`config.mk`:
```
export PLATFORM = sky130hd
export DESIGN_NAME = pf_tile_fetch
export DESIGN_NICKNAME = d
export VERILOG_FILES = /design/src/rtl/pf_tile_fetch.sv
export SDC_FILE = /design/constraint.sdc
export NUM_CORES = 1
export LEC_CHECK = 0
export ABC_AREA = 1
export CORE_MARGIN = 2
export CORE_UTILIZATION = 46
export CTS_CLUSTER_DIAMETER = 50
export DETAILED_ROUTE_END_ITERATION = 12
export MAX_ROUTING_LAYER = met4
export PLACE_DENSITY_LB_ADDON = 0.3
export SLEW_MARGIN = 20
export SYNTH_ARGS = -nofsm -noshare
export SYNTH_HDL_FRONTEND = slang
export SYNTH_SLANG_ARGS = --single-unit
```
`constraint.sdc`:
```
create_clock -name clk -period 1.3 [get_ports clk]
set_input_delay 0.13 -clock clk [delete_from_list [all_inputs] [get_ports clk]]
set_output_delay 0.13 -clock clk [all_outputs]
set_load 0.02 [all_outputs]
```
`src/rtl/pf_tile_fetch.sv`:
```
`default_nettype none
// ============================================================================
//  Module      : pf_tile_fetch
//  Description : Playfield tile fetch sequencer. Addresses the playfield RAM
//                read port one 4-tile group ahead of the beam, captures the
//                32-bit word, and serialises its four tile bytes one per
//                8-pixel column together with the tile row.
//  Revision    : 1.0 - initial release
// ============================================================================
module pf_tile_fetch (
  input  logic        clk,
  input  logic        reset,
  input  logic        pix_ce,
  input  logic [7:0]  h,
  input  logic [7:0]  v,
  input  logic        hblank,
  input  logic        vblank,
  input  logic        flip,
  output logic [7:0]  pf_addr,
  output logic [3:0]  pf_ce_n,
  input  logic [31:0] pf_data,
  output logic [7:0]  tile_code,
  output logic [2:0]  tile_row,
  output logic        tile_valid
);

  typedef enum logic [1:0] {
    IDLE = 2'd0,
    ADDR = 2'd1,
    READ = 2'd2,
    HOLD = 2'd3
  } state_t;

  state_t      state_q, state_d;
  logic [7:0]  pf_addr_q, pf_addr_d;
  logic [3:0]  pf_ce_n_q, pf_ce_n_d;
  logic [31:0] prefetch_q, prefetch_d;
  logic [31:0] shift_q, shift_d;
  logic [2:0]  tile_row_q, tile_row_d;
  logic        tile_valid_q, tile_valid_d;

  logic        load_shift;
  logic [2:0]  grp_next;
  logic [2:0]  grp_sel;
  logic [4:0]  row_sel;
  logic [31:0] prefetch_rev;

  // Next group wraps mod 8 within the same tile row; flip mirrors both axes.
  assign grp_next     = h[7:5] + 3'd1;
  assign grp_sel      = flip ? ~grp_next : grp_next;
  assign row_sel      = flip ? ~v[7:3]   : v[7:3];
  assign prefetch_rev = {prefetch_q[7:0], prefetch_q[15:8],
                         prefetch_q[23:16], prefetch_q[31:24]};

  // State and datapath registers; reset dominates everything.
  always_ff @(posedge clk) begin
    if (reset) begin
      state_q      <= IDLE;
      pf_addr_q    <= 8'h00;
      pf_ce_n_q    <= 4'b1111;
      prefetch_q   <= 32'h0;
      shift_q      <= 32'h0;
      tile_row_q   <= 3'd0;
      tile_valid_q <= 1'b0;
    end else begin
      state_q      <= state_d;
      pf_addr_q    <= pf_addr_d;
      pf_ce_n_q    <= pf_ce_n_d;
      prefetch_q   <= prefetch_d;
      shift_q      <= shift_d;
      tile_row_q   <= tile_row_d;
      tile_valid_q <= tile_valid_d;
    end
  end

  // Fetch FSM: address at h=28, capture at h=29, hand over to serialiser at h=31.
  // vblank aborts any fetch immediately, without waiting for pix_ce.
  always_comb begin
    state_d    = state_q;
    pf_addr_d  = pf_addr_q;
    pf_ce_n_d  = pf_ce_n_q;
    prefetch_d = prefetch_q;
    load_shift = 1'b0;
    if (vblank) begin
      state_d   = IDLE;
      pf_ce_n_d = 4'b1111;
    end else if (pix_ce) begin
      case (state_q)
        IDLE: begin
          if (h[4:0] == 5'd28) begin
            state_d   = ADDR;
            pf_addr_d = {row_sel, grp_sel};
            pf_ce_n_d = 4'b0000;
          end
        end
        ADDR: begin
          state_d    = READ;
          prefetch_d = pf_data;
          pf_ce_n_d  = 4'b1111;
        end
        READ: begin
          state_d = HOLD;
        end
        HOLD: begin
          if (h[4:0] == 5'd31) begin
            state_d    = IDLE;
            load_shift = 1'b1;
          end
        end
        default: begin
          state_d   = IDLE;
          pf_ce_n_d = 4'b1111;
        end
      endcase
    end
  end

  // Serialiser and per-pixel line info; the shifter freezes during vblank.
  always_comb begin
    shift_d      = shift_q;
    tile_row_d   = tile_row_q;
    tile_valid_d = tile_valid_q;
    if (pix_ce) begin
      tile_row_d   = flip ? ~v[2:0] : v[2:0];
      tile_valid_d = ~hblank & ~vblank;
      if (!vblank) begin
        if (load_shift) begin
          shift_d = flip ? prefetch_rev : prefetch_q;
        end else if ((h[2:0] == 3'd7) && (h[4:0] != 5'd31)) begin
          shift_d = shift_q >> 8;
        end
      end
    end
  end

  assign pf_addr    = pf_addr_q;
  assign pf_ce_n    = pf_ce_n_q;
  assign tile_code  = shift_q[7:0];
  assign tile_row   = tile_row_q;
  assign tile_valid = tile_valid_q;

endmodule
`default_nettype wire

```
# Word-level counts from Yosys, hierarchy flattened
# Index checks and enable logic that the tools add are counted.
# Widths: inputs -> output; s select.
# op_classes
n_shift	0
div_mod_pow	0
multipliers	0
n_reduce_logical	10
n_eq_ne	9
bitwise_logic	6
n_mux	15
n_lt_le_gt_ge	0
n_addsub	1
# ops
op	n
$mux 32	3
$reduce_and 3->1	4
$eq 5x5->1 const B	2
$pmux 2 s4	1
$pmux 4 s2	1
$mux 3	2
$not 3->3	2
$mux 5	1
$ne 5x5->1 const B	1
$not 5->5	1
$eq 2x2->1 const B	2
$mux 1	4
$mux 2	2
$mux 4	1
$ne 2x2->1 const B	2
$reduce_and 4->1	1
$reduce_bool 2->1	2
$add 3x1->3 const B	1
$eq 3x3->1 const B	1
$eq 2x1->1 const B	1
$logic_not 2->1	1
$not 1->1	2
$reduce_or 2->1	1
$and 1x1->1	1
$logic_and 1x1->1	1
# word_totals
register_bits	82
latch_bits	0
out_inout_bits	24
mem_bits_rw	0
n_memories	0
mem_bits_ro	0

# Logic depth before layout (Yosys ltp)
# logic_depth
word_depth	7
depth_mapped	10
depth_no_buf	8

# Worst setup path before layout
# No wires, ideal clock.
# synth_timing
kind	reg2reg
startpoint	reg state_q[0]
endpoint	reg shift_q[19]
required_ns	1.183
setup_ns	0.117
stages_incl_launch_ff	11
synth_period_minus_slack_ns	1.432
setup_slack_ns	-0.132
t_arrival_ns	1.315
path_cell_list	dfxtp_1 ha_1 inv_1 nor2_4 nand2_4 buf_6 buf_6 nand2_1 o21ai_1 nor2_1 nor2_1
# synth_via
elab_chain_len	6
word_cells_on_any_way	7
classes_between	eq/ne: 1; mux: 4; reduce/logical: 2
# synth_lines
item	line_no	source
start, declared	34	state_t state_q, state_d;
start signal, assigned	66	state_q <= state_d;
$eq 2x2->1 (*)	88	case (state_q)
$mux 1 (*)	88	
$mux 1 (*)	87	end else if (pix_ce) begin
$mux 1 (*)	84	if (vblank) begin
$reduce_bool 2->1 (no source line)	n/a	
$reduce_and 3->1 (no source line)	n/a	
end signal, assigned	70	shift_q <= shift_d;
end, declared	38	logic [31:0] shift_q, shift_d;
# Every way passes the cells marked *; elsewhere a longest branch is shown, timed or not.
# A chain may end at the register's enable or synchronous reset.

# Worst setup path in the final report
# layout_timing
startpoint	reg state_q[0]
endpoint	reg shift_q[16]
# Same word-level chain as after synthesis.

==> metrics.md <==
| Metric | Value |
|---|---|
| First-pass GRT wire length | `16.6 mm` |
| Largest family of logic cells by synthesized area | `simple AND/OR/NAND/NOR gates` |
| Max VDD drop | `537 uV` |
| Fin worst setup slack | `-0.152 ns` |
| Final nets | `698` |
| Crit start category | `flop` |
| Die area | `about 0.0090 mm^2` |
| Most common cell in the netlist | `nor2_1` |
| PortBufs | `77` |
| Top cell type's share of synthesized area | `0.414` |
| Final hold viol count | `0` |
| H-tree depth | `3` |
| Max Fclk | `689 MHz` |
| Root buf cell | `clkbuf_8` |
| Worst Path Buf+Inv | `2` |
| Fin area | `between 0.005 and 0.006 mm^2` |
| RSZ-0062 raised after global routing | `yes` |
| Setup CP Type | `reg2reg` |
| Vias per inst | `5.43` |
| Post-route ant nets | `0` |
| Area leader, netlist | `dfxtp_1` |
| Clock sink count | `79` |
| Worst Path Max Fanout | `7` |
| Area Overhead vs Synth | `55.1%` |
| Synth Area in Compound Gates | `0.206` |
| Syn_area_per_cell | `7.15 um^2` |
| # IOs | `78` |
| Run status | `finished with violations` |
| Initial antenna violation count | `0` |
| Worst path cell trace | `ha_4, inv_4, nor2_4, nand2_4, buf_12, nand2_2, o21ai_1, nor2_1, nor2_1` |
| Ys Warns | `0` |
| Post-DP HPWL | `~7.0 mm` |
| Share of cells above drive strength 1 | `0.288` |
| Cts bufs inserted | `9` |
| Yosys reg bits | `79` |
| Post-synth cell types | `31` |
| Post-DR wirelength/cell | `16.2 um` |
| Asr flop ratio synth | `0` |
| Mapped Cells | `534` |
| Max cap viols | `0` |
| Failing checks | `setup timing` |
| All-layer global routing usage | `0.242` |
| CP most frequent cell | `nor2_1` |
| Final Max Tran Viols | `0` |
| Slowest cell on the critical path | `dfxtp_4` |
| Final worst path period need | `1.45 ns` |
| Min-Delay Path Class | `in2reg` |
| Multiplexer share of the synthesized area | `0` |
| Pwr/cell area | `872 mW/mm^2` |
| GRT Residual Overflow | `0` |
| Initial DRC Count | `around 330` |
| Post-Synth XOR/XNOR Area | `0.0275` |
| Routability cong. | `0.818` |
| Placed Area | `0.00493 mm^2` |
| Die W | `approximately 95 um` |
| Most frequent cells after synthesis | `nor2_1, nand2_1, dfxtp_1` |
| Synth Area in Simple Gates | `0.242` |
| Number of flops mapped to enable cells by yosys | `0` |
| Max-Slew Margin vs Limit | `0.782` |
| Largest cells by area after synthesis | `dfxtp_1, nor2_1, o21ai_0, nand2_1, a21boi_0` |
| Vias in the first global route | `3,422` |
| Final WL | `approximately 12 mm` |
| Synthesized area | `around 0.0038 mm^2` |
| Slew at the pin with the worst max-slew slack | `0.324 ns` |
| Clock-pin slew on the worst setup and hold paths | `around 0.080 ns` |
| Initial Utilization | `0.469` |
| CTS tree | `yes` |
| Arrival time at the worst endpoint | `1.69 ns` |
| Clk buf depth | `2` |
| DRC violations left | `0` |
| Syn Nets | `594` |
| Setup violations, final | `67` |
| # diodes | `0` |
| Drt pass-1 iters | `6` |
| WP data required | `~1.5 ns` |
| Crit path max-delay family | `simple AND/OR/NAND/NOR gates` |
| Layout Utilization | `0.728` |
| Worst path max stage delay | `0.39 ns` |
| Die outline height | `95.1 um` |
| Adder-cell area share of the yosys netlist | `0.0197` |
| Worst clock skew | `about 0.0053 ns` |
| Largest net degree at the start of global routing | `36` |
| Row count | `33` |
| Most used DFF post-synth | `dfxtp_1` |
| Area of the core | `0.00813 mm^2` |
| Crit. End Element | `flop` |
| Sequential-to-total area share from yosys stat | `0.414` |
| Vias | `4,056` |
| Leak pwr | `2.40 nW` |
| Clk_lat worst skew | `0.34 ns` |
| Tcrit/Tclk final | `1.12` |
kinds of logic (layout without fill, tap and decap cells):
kind of cell | count (synthesis) | count (layout)
XOR/XNOR | 12 | 12
AO/OA/AOI/OAI | 138 | 138
buffers and inverters | 70 | 178
flip-flops | 79 | 79
adder cells (fa/ha/maj) | 6 | 6
AND/OR/NAND/NOR | 229 | 229
cells in the final DEF, fill, tap and decap left out, types with 2 or more instances in the layout:
master and count:
clkbuf_8 9, a21oi_2 11, inv_1 19, o21ai_0 38, dfxtp_4 2, ha_1 2, buf_8 2, ha_4 3
xor2_1 10, buf_4 30, o21ai_1 23, inv_4 3, clkbuf_16 8, nand3_1 8, clkdlybuf4s50_1 52, nand3_2 3
nand2_4 11, o21ai_4 3, a21oi_1 7, nand2_2 11, xnor2_1 2, buf_12 11, nor2_4 19, nand2_1 66
a21o_1 3, dfxtp_1 77, a21boi_0 21, nor2_1 96, nand4_1 2, buf_6 8, dlygate4sd2_1 24, nor2_2 12
bufinv_16 3, clkbuf_1 2, o21ai_2 28, inv_2 4
metrics by stage:
| stage | hold slack (ns) | total power, mW | setup slack (ns) | TNS, ns | std cells |
|---|---|---|---|---|---|
| floorplan | 0.262 | 2.71 | -0.0296 | -0.118 | 534 |
| global placement | 0.430 | 3.00 | -0.285 | -14.29 | 716 |
| detailed placement | 0.435 | 3.01 | -0.313 | -16.02 | 716 |
| CTS | 0.362 | 5.11 | -0.102 | -1.65 | 733 |
| global route | 0.375 | 5.32 | -0.212 | -9.31 | 747 |
| finish | 0.343 | 5.16 | -0.152 | -5.62 | 747 |
final cells by class:
cell class / count / area, um^2
Clock buffer: 11 / 131
Clock inverter: 4 / 95.1
Fill cell: 567 / 2210
Inverter: 26 / 105
Multi-Input combinational cell: 385 / 2350
Sequential cell: 79 / 1590
Tap cell: 105 / 131
Timing Repair Buffer: 136 / 1510
Timing Repair inverter: 1 / 7.51
flip-flops by register name, indices dropped and copies added, names as in the netlist:
name        count
tile_valid      1
state_q         2
tile_row        3
prefetch_q     32
shift_q        32
pf_ce_n         1
pf_addr         8
what timing repair did:
action | in CTS | in global routing
pin swaps | 2 | 35
endpoints found under the setup margin | 77 | 74
resized for setup | 102 | 97
hold buffers | 0 | 0
buffers inserted | 1 | 7
gates cloned | 1 | 8
layer usage:
layer / track usage / share of wire / up-vias / routed length, um
met2: 0.370 / 0.50 / 193 / 6020
met3: 0.0292 / 0.064 / 34 / 777
li1: - / - / 1921 / -
met4: 0.0785 / 0.023 / 0 / 280
met1: 0.333 / 0.41 / 1908 / 5010
met5: - / 0 / - / 0
worst register-to-register path, delay by kind of cell (launching register included):
| family | cells | cell delay (ns) |
|---|---|---|
| compound gates | 1 | 0.06 |
| fa+ha+maj | 1 | 0.18 |
| buf+inv | 2 | 0.22 |
| flops | 1 | 0.39 |
| simple gates | 5 | 0.49 |
power breakdown:
part | switching [mW] | internal [mW]
clock network | 0.884 | 1.27
logic | 0.267 | 0.291
registers | 0.0178 | 2.44
total | 1.17 | 4.00
path summary, 6_finish.rpt:
path              slack (ns)     endpoint  cells after the start        from
setup / recovery       -0.15  shift_q[16]                      9  state_q[0]
hold / removal          0.34   pf_ce_n[2]                      4      pix_ce
setup reg to reg       -0.15  shift_q[16]                      9  state_q[0]
hold reg to reg         0.46   pf_addr[1]                      2  pf_addr[1]
Power figures use the tool's default switching activity.
